[config.mk]
export PLATFORM = sky130hd
export DESIGN_NAME = reg_file_master
export DESIGN_NICKNAME = d
export VERILOG_FILES = /design/src/rtl/reg_file_master.sv
export SDC_FILE = /design/constraint.sdc
export NUM_CORES = 1
export LEC_CHECK = 0
export CORE_MARGIN = 5
export CORE_UTILIZATION = 49
export CTS_CLUSTER_SIZE = 30
export DETAILED_ROUTE_END_ITERATION = 6
export PLACE_DENSITY = 0.86
export SLEW_MARGIN = 5
export SYNTH_ARGS = -nofsm -noshare
export SYNTH_HDL_FRONTEND = slang
export SYNTH_SLANG_ARGS = --single-unit
[constraint.sdc]
create_clock -name CLK -period 8.1 [get_ports CLK]
set_input_delay 1.62 -clock CLK [delete_from_list [all_inputs] [get_ports CLK]]
set_output_delay 1.62 -clock CLK [all_outputs]
set_load 0.005 [all_outputs]
[src/rtl/reg_file_master.sv]
// reg_file_master: sequencing initiator for a three-port register file.
// Zeroes every register after reset, then serves one operand-fetch/writeback request at a time.
module reg_file_master #(
    parameter int ADDR_W     = 5,
    parameter int DATA_W     = 32,
    parameter int NUM_REGS   = 32,
    parameter int INIT_CLEAR = 1
) (
    input  logic              CLK,
    input  logic              RST,
    input  logic              Req_Valid,
    output logic              Req_Ready,
    input  logic [ADDR_W-1:0] Req_Rs1,
    input  logic [ADDR_W-1:0] Req_Rs2,
    input  logic [ADDR_W-1:0] Req_Rd,
    input  logic              Req_Wr_En,
    input  logic [DATA_W-1:0] Req_Wr_Data,
    output logic              Rsp_Valid,
    input  logic              Rsp_Ready,
    output logic [DATA_W-1:0] Rsp_Data1,
    output logic [DATA_W-1:0] Rsp_Data2,
    output logic              Busy,
    output logic [ADDR_W-1:0] Read_Register1,
    output logic [ADDR_W-1:0] Read_Register2,
    input  logic [DATA_W-1:0] Read_Data1,
    input  logic [DATA_W-1:0] Read_Data2,
    output logic [ADDR_W-1:0] Write_Register,
    output logic [DATA_W-1:0] Write_Data,
    output logic              Reg_Write
);

    // The sweep counter needs one extra bit so it can hold NUM_REGS as its terminal value.
    localparam int CNT_W = ADDR_W + 1;
    localparam logic [CNT_W-1:0]  SWEEP_END = CNT_W'(NUM_REGS);
    localparam logic [CNT_W-1:0]  CNT_ZERO  = {CNT_W{1'b0}};
    localparam logic [CNT_W-1:0]  CNT_ONE   = {{(CNT_W-1){1'b0}}, 1'b1};
    localparam logic [ADDR_W-1:0] ADDR_ZERO = {ADDR_W{1'b0}};
    localparam logic [DATA_W-1:0] DATA_ZERO = {DATA_W{1'b0}};

    typedef enum logic [2:0] {
        INIT  = 3'd0,
        IDLE  = 3'd1,
        READ  = 3'd2,
        WRITE = 3'd3,
        RESP  = 3'd4
    } state_t;

    localparam state_t RESET_STATE = (INIT_CLEAR != 0) ? INIT : IDLE;

    state_t              state_r;
    state_t              state_s;
    logic [CNT_W-1:0]    cnt_r;
    logic [CNT_W-1:0]    cnt_s;
    logic                accept_s;
    logic                req_ready_r;
    logic [ADDR_W-1:0]   rd_r;
    logic                wr_en_r;
    logic [DATA_W-1:0]   wr_data_r;
    logic [ADDR_W-1:0]   read_reg1_r;
    logic [ADDR_W-1:0]   read_reg2_r;
    logic [DATA_W-1:0]   rsp_data1_r;
    logic [DATA_W-1:0]   rsp_data2_r;
    logic                reg_write_r;
    logic                reg_write_s;
    logic [ADDR_W-1:0]   write_reg_r;
    logic [ADDR_W-1:0]   write_reg_s;
    logic [DATA_W-1:0]   write_data_r;
    logic [DATA_W-1:0]   write_data_s;

    assign accept_s = Req_Valid & req_ready_r;

    // State and sweep-counter register.
    always_ff @(posedge CLK or posedge RST) begin
        if (RST) begin
            state_r <= RESET_STATE;
            cnt_r   <= CNT_ZERO;
        end else begin
            state_r <= state_s;
            cnt_r   <= cnt_s;
        end
    end

    // Next-state logic and the write-port values for the coming cycle.
    always_comb begin
        state_s      = state_r;
        cnt_s        = cnt_r;
        reg_write_s  = 1'b0;
        write_reg_s  = write_reg_r;
        write_data_s = write_data_r;
        case (state_r)
            INIT: begin
                // Cycle right after reset is spent priming; writes start on the first edge.
                if (cnt_r == SWEEP_END) begin
                    state_s = IDLE;
                end else begin
                    reg_write_s  = 1'b1;
                    write_reg_s  = cnt_r[ADDR_W-1:0];
                    write_data_s = DATA_ZERO;
                    cnt_s        = cnt_r + CNT_ONE;
                end
            end
            IDLE: begin
                if (accept_s) begin
                    state_s = READ;
                end else begin
                    state_s = IDLE;
                end
            end
            READ: begin
                if (wr_en_r && (rd_r != ADDR_ZERO)) begin
                    state_s      = WRITE;
                    reg_write_s  = 1'b1;
                    write_reg_s  = rd_r;
                    write_data_s = wr_data_r;
                end else begin
                    state_s = RESP;
                end
            end
            WRITE: begin
                state_s = RESP;
            end
            RESP: begin
                if (Rsp_Ready) begin
                    state_s = IDLE;
                end else begin
                    state_s = RESP;
                end
            end
            default: begin
                state_s = RESET_STATE;
                cnt_s   = CNT_ZERO;
            end
        endcase
    end

    // Registered outputs, request latch and operand capture.
    always_ff @(posedge CLK or posedge RST) begin
        if (RST) begin
            req_ready_r  <= 1'b0;
            rd_r         <= ADDR_ZERO;
            wr_en_r      <= 1'b0;
            wr_data_r    <= DATA_ZERO;
            read_reg1_r  <= ADDR_ZERO;
            read_reg2_r  <= ADDR_ZERO;
            rsp_data1_r  <= DATA_ZERO;
            rsp_data2_r  <= DATA_ZERO;
            reg_write_r  <= 1'b0;
            write_reg_r  <= ADDR_ZERO;
            write_data_r <= DATA_ZERO;
        end else begin
            req_ready_r  <= (state_s == IDLE);
            reg_write_r  <= reg_write_s;
            write_reg_r  <= write_reg_s;
            write_data_r <= write_data_s;
            if (accept_s) begin
                read_reg1_r <= Req_Rs1;
                read_reg2_r <= Req_Rs2;
                rd_r        <= Req_Rd;
                wr_en_r     <= Req_Wr_En;
                wr_data_r   <= Req_Wr_Data;
            end
            // Operands are sampled before this request's own write lands.
            if (state_r == READ) begin
                rsp_data1_r <= Read_Data1;
                rsp_data2_r <= Read_Data2;
            end
        end
    end

    assign Req_Ready      = req_ready_r;
    assign Rsp_Valid      = (state_r == RESP);
    assign Busy           = (state_r != IDLE);
    assign Rsp_Data1      = rsp_data1_r;
    assign Rsp_Data2      = rsp_data2_r;
    assign Read_Register1 = read_reg1_r;
    assign Read_Register2 = read_reg2_r;
    assign Write_Register = write_reg_r;
    assign Write_Data     = write_data_r;
    assign Reg_Write      = reg_write_r;

endmodule

* After elaboration in Yosys (flattened, before gate mapping)
Index checks and enable logic that the tools add are counted. Widths: inputs -> output; s select.
Word-level totals: register bits after elaboration 160, bits of input ports 116, word-level logic and storage cells 48
Cells by class: add/sub/neg operators 1, equality and inequality tests 9, multiplexer cells 16, bitwise operators 2, reductions and logical operators 7
Operator list (count):
- $mux 32 | 2
- $pmux 32 s2 | 1
- $pmux 3 s5 | 1
- $pmux 6 s2 | 1
- $mux 5 | 2
- $pmux 5 s2 | 1
- $mux 3 | 3
- $add 6x1->6 const B | 1
- $eq 3x1->1 const B | 2
- $eq 3x2->1 const B | 2
- $eq 6x6->1 const B | 1
- $mux 6 | 1
- $reduce_bool 5->1 | 1
- $ne 2x2->1 const B | 2
- $reduce_or 4->1 | 1
- $eq 3x3->1 const B | 1
- $logic_not 3->1 | 1
- $ne 3x1->1 const B | 1
- $reduce_and 3->1 | 1
- $mux 1 | 2
- $mux 2 | 1
- $pmux 1 s2 | 1
- $reduce_and 2->1 | 1
- $reduce_bool 2->1 | 1
- 3 further kinds | 3

* Depth between registers and ports, before layout
depth in word-level cells 5, depth in mapped cells 7, gate-level depth less buffers 6

* Least setup slack after synthesis
No wires, ideal clock.
kind flip-flop to output port, start register state_r[2], end output Rsp_Valid, arrival 1053 ps, required time 6480 ps, path slack 5427 ps, stages on the path, launching flop included 4, buffers on the path 2, path through dfrtp_1 clkbuf_1 clkbuf_1 and2_1
On the way: cells in the longest elaborated chain, start to end 1
Ends and longest elaborated chain:
- start, declared | RTL line 50 | state_t state_r;
- start signal, assigned | RTL line 78 | state_r <= state_s;
- $eq 3x3->1 | RTL line 171 | assign Rsp_Valid = (state_r == RESP);
- end, declared | RTL line 18 | output logic Rsp_Valid,
No other way between the ends.

* Final worst setup path
start register state_r[2], end output Busy
On the way: cells in the longest elaborated chain, start to end 1
Ends and longest elaborated chain:
- $ne 3x1->1 | RTL line 172 | assign Busy = (state_r != IDLE);
- end, declared | RTL line 22 | output logic Busy,
No other way between the ends.

==> results list <==
- The first global-routing pass estimated 30100 um of wire.
- After detailed placement, the design holds a cell count of roughly 960.
* Largest buffer count on any clock path: 2
* Main area contributors after synthesis: dfrtp_1, nand2_1, a22o_1
- Counting flops with a built-in enable in the synthesized netlist gives 0.
- Total Routed Length: approximately 19000 um
- After clock tree synthesis, the repair step resized 0 gates.
- Post-CTS timing repair inserted 0 buffers for setup.
- In the layout the commonest cells are clkdlybuf4s50_1, nand2_1, dfrtp_1.
* Achievable clock frequency: 280 MHz
- Number of cell rows: 42
* RD Place Congestion: 0.792
- Top cell type's share of synthesized area: 0.610
- Area enclosed by the die boundary: ~0.016 mm2
* Insertion delay of the later-clocked pin in the worst-skew pair: about 0.42 ns
- Worst slew margin relative to its limit: 0.309
- Startpoint class of the critical path: register
- For this design the total switching power over the nets is approximately 0.0011 W.
- Critical path endpoint category: primary output
- TritonCTS built the clock tree.
* Mean routed wirelength per cell: 18.8 um
- Setup repair after global routing missed its margin: no
- The via count of the first global-routing pass came to 5685.
* Max-slew violation count: 0
* Total power divided by cell area: 372 mW/mm2
- Clock period minus worst slack: 3.57 ns
- Horizontal extent of the die: 126 um
* Count of final hold-check violations: 0
- Across all setup checks in the final design, the least slack found is approximately 4.5 ns.
- Net count of the finished layout: 924
- Peak supply drop: 0.195 mV
- Synth warn: 0
- Synthesis inferred 160 register bits.
* All-layer global routing usage: 0.239
- The library cell used most frequently in the layout, excluding fill and tap cells, is clkdlybuf4s50_1.
- Relative to the synthesized area, the layout overhead comes to 45.4%.
- In the final layout, the share of cells above drive strength 1 is 0.115.
* Worst Hold Class: reg -> reg
- Clock-pin slew was measured on the worst setup and hold paths at 0.06 ns.
- The largest total area in the synthesized netlist belongs to dfrtp_1.
- At the placement stage, the worst setup path has a slack of 4.34 ns.
- Sequential fraction of design power: 0.388
* Max FO, Critical Path: 22
- Synthesis instantiated 41 different standard cells from the library.
* CTS H-tree depth: 4
* Detailed-routing iteration count for the pre-antenna-repair pass: 5
- From bottom edge to top edge, the die measures 126 um.
- For this block, the via count after detailed routing is about 5400.
- For this configuration, the core starts out at a cell density of 0.497.
- Max-cap violations: 0
* Area of the placeable core: 0.0132 mm2
* DRC errors left: 0
- Clock tree synthesis found a total of 160 sinks.
- STA puts the critical path data arrival time at 1.95 ns.
* Gate power share: 0.385
* Initial DRC count: 520
- For this run, the register share of the synthesized area comes to 0.610.
* Count of hold buffers inserted by post-cts repair: 0
- Post-route antenna net violation count: 0
- Global routing finished with a remaining overflow of 0.
- For this design the top-level I/O count stands at around 230.
* Clock root cell: clkbuf_16
* Setup TNS: 0 ns
* Post-synthesis net count: ~710
- Final clock period utilization by the worst path: 0.441
- The worst setup path is of the reg -> out kind.
* I/O Buffers: 230
- Internal power: 0.00241 W
- The number of antenna violations at the first check in global routing was 0.
* Number of inserted diodes: 0
- The mapped netlist covers roughly 0.0066 mm2.
- Asr flop ratio synth: 1.00
- Synthesis handed over a netlist of 589 instances.
- In this run, CTS created clock tree buffers numbering 17.
* Status: finished, final reports clean
* Detailed Place HPWL: 12800 um
* Switching part of the total power: 0.320
- CP Data Required Time: 6.48 ns
* Avg Inst Size Synth: 11.1 um2
- The analysis attributes to cell leakage a power of 4.31 nW.
- Clock power frac: 0.227
* Maximum number of pins on one net before global-route repair: 83
- Most frequently used flop master after synthesis: dfrtp_1
- The finished layout holds 994 standard cells, fillers aside.
* Setup violations, final: 0
- Average via count per standard cell: about 5.4
- Layout Utilization: 0.723
- For the pin with the worst max-slew slack, the measured transition is 1.04 ns.
* Final Skew: approximately 0.0063 ns
==> critical path, cell delays in order (launching register included) <==
cell	delay [ns]
dfrtp_1	0.72
nor2b_1	0.14
nand2b_1	0.16
clkdlybuf4s50_1	0.51
==> logic make-up after synthesis <==
kind of cell / share of synthesized area
buffers and inverters: 0.0328
adder cells (fa/ha/maj): 0.00381
multiplexers: 0.0824
AND/OR/NAND/NOR: 0.145
AO/OA/AOI/OAI: 0.125
flip-flops: 0.610
==> metal layers <==
metal / vias to the layer above / global-route usage / part of all wire
met4: 0 / 0.108 / 0.035
met2: 217 / 0.419 / 0.53
met3: 47 / 0.0622 / 0.061
met1: 2675 / 0.275 / 0.37
li1: 2443 / - / -
met5: - / 0 / 0
==> worst paths after layout <==
path	start	to	slack [ns]	cells after the start
setup / recovery	state_r[2]	Busy	4.53	3
setup reg to reg	state_r[2]	Write_Register[4]	5.53	5
min in group asynchronous	RST	Rsp_Data1[3]	1.71	2
max in group asynchronous	RST	Read_Register1[3]	4.87	3
hold / removal	Rsp_Data1[12]	Rsp_Data1[12]	0.47	2
hold reg to reg	Rsp_Data1[12]	Rsp_Data1[12]	0.47	2
==> final cells by class <==
class                           count  area, um2
Fill cell                         894       3650
Timing Repair Buffer              237       2350
Clock buffer                       26        489
Clock inverter                      5        103
Inverter                            5       23.8
Sequential cell                   160       4000
Tap cell                          176        220
Multi-Input combinational cell    385       2350
==> sequential cells by signal (all words and copies together) (netlist names), 3 cells and up <==
register / flops
state_r: 3
wr_data_r: 32
Read_Register1: 5
Read_Register2: 5
rd_r: 5
Write_Data: 32
Write_Register: 5
Rsp_Data1: 32
Rsp_Data2: 32
cnt_r: 6
==> Yosys cell counts (all sizes together), types with 3 or more instances <==
library cell,instances
a31oi,5
clkbuf,19
a21oi,10
inv,5
nor2,4
o21ai,8
dfrtp,160
mux2,48
a22o,65
nor2b,3
and2,3
buf,20
nand2,209
==> per-stage QoR <==
| stage | hold WS [ns] | power [W] | area [um2] |
|---|---|---|---|
| finish | 0.475 | 0.00355 | 9540 |
| floorplan | 0.470 | 0.00204 | 6560 |
| CTS | 0.476 | 0.00357 | 9540 |
| global route | 0.489 | 0.00375 | 9540 |
| global placement | 0.456 | 0.00266 | 8950 |
| detailed placement | 0.465 | 0.00274 | 8950 |
==> power groups by stage <==
stage	Sequential (W)	Combinational (W)	Clock, W
final	0.00138	0.00137	0.000806
after global routing	0.00141	0.00149	0.000852
after CTS	0.00137	0.00138	0.000815
after detailed placement	0.00138	0.00137	0
after global placement	0.00135	0.00130	0
after floorplan	0.00134	0.000702	0
(Power assumes the default switching activity.)
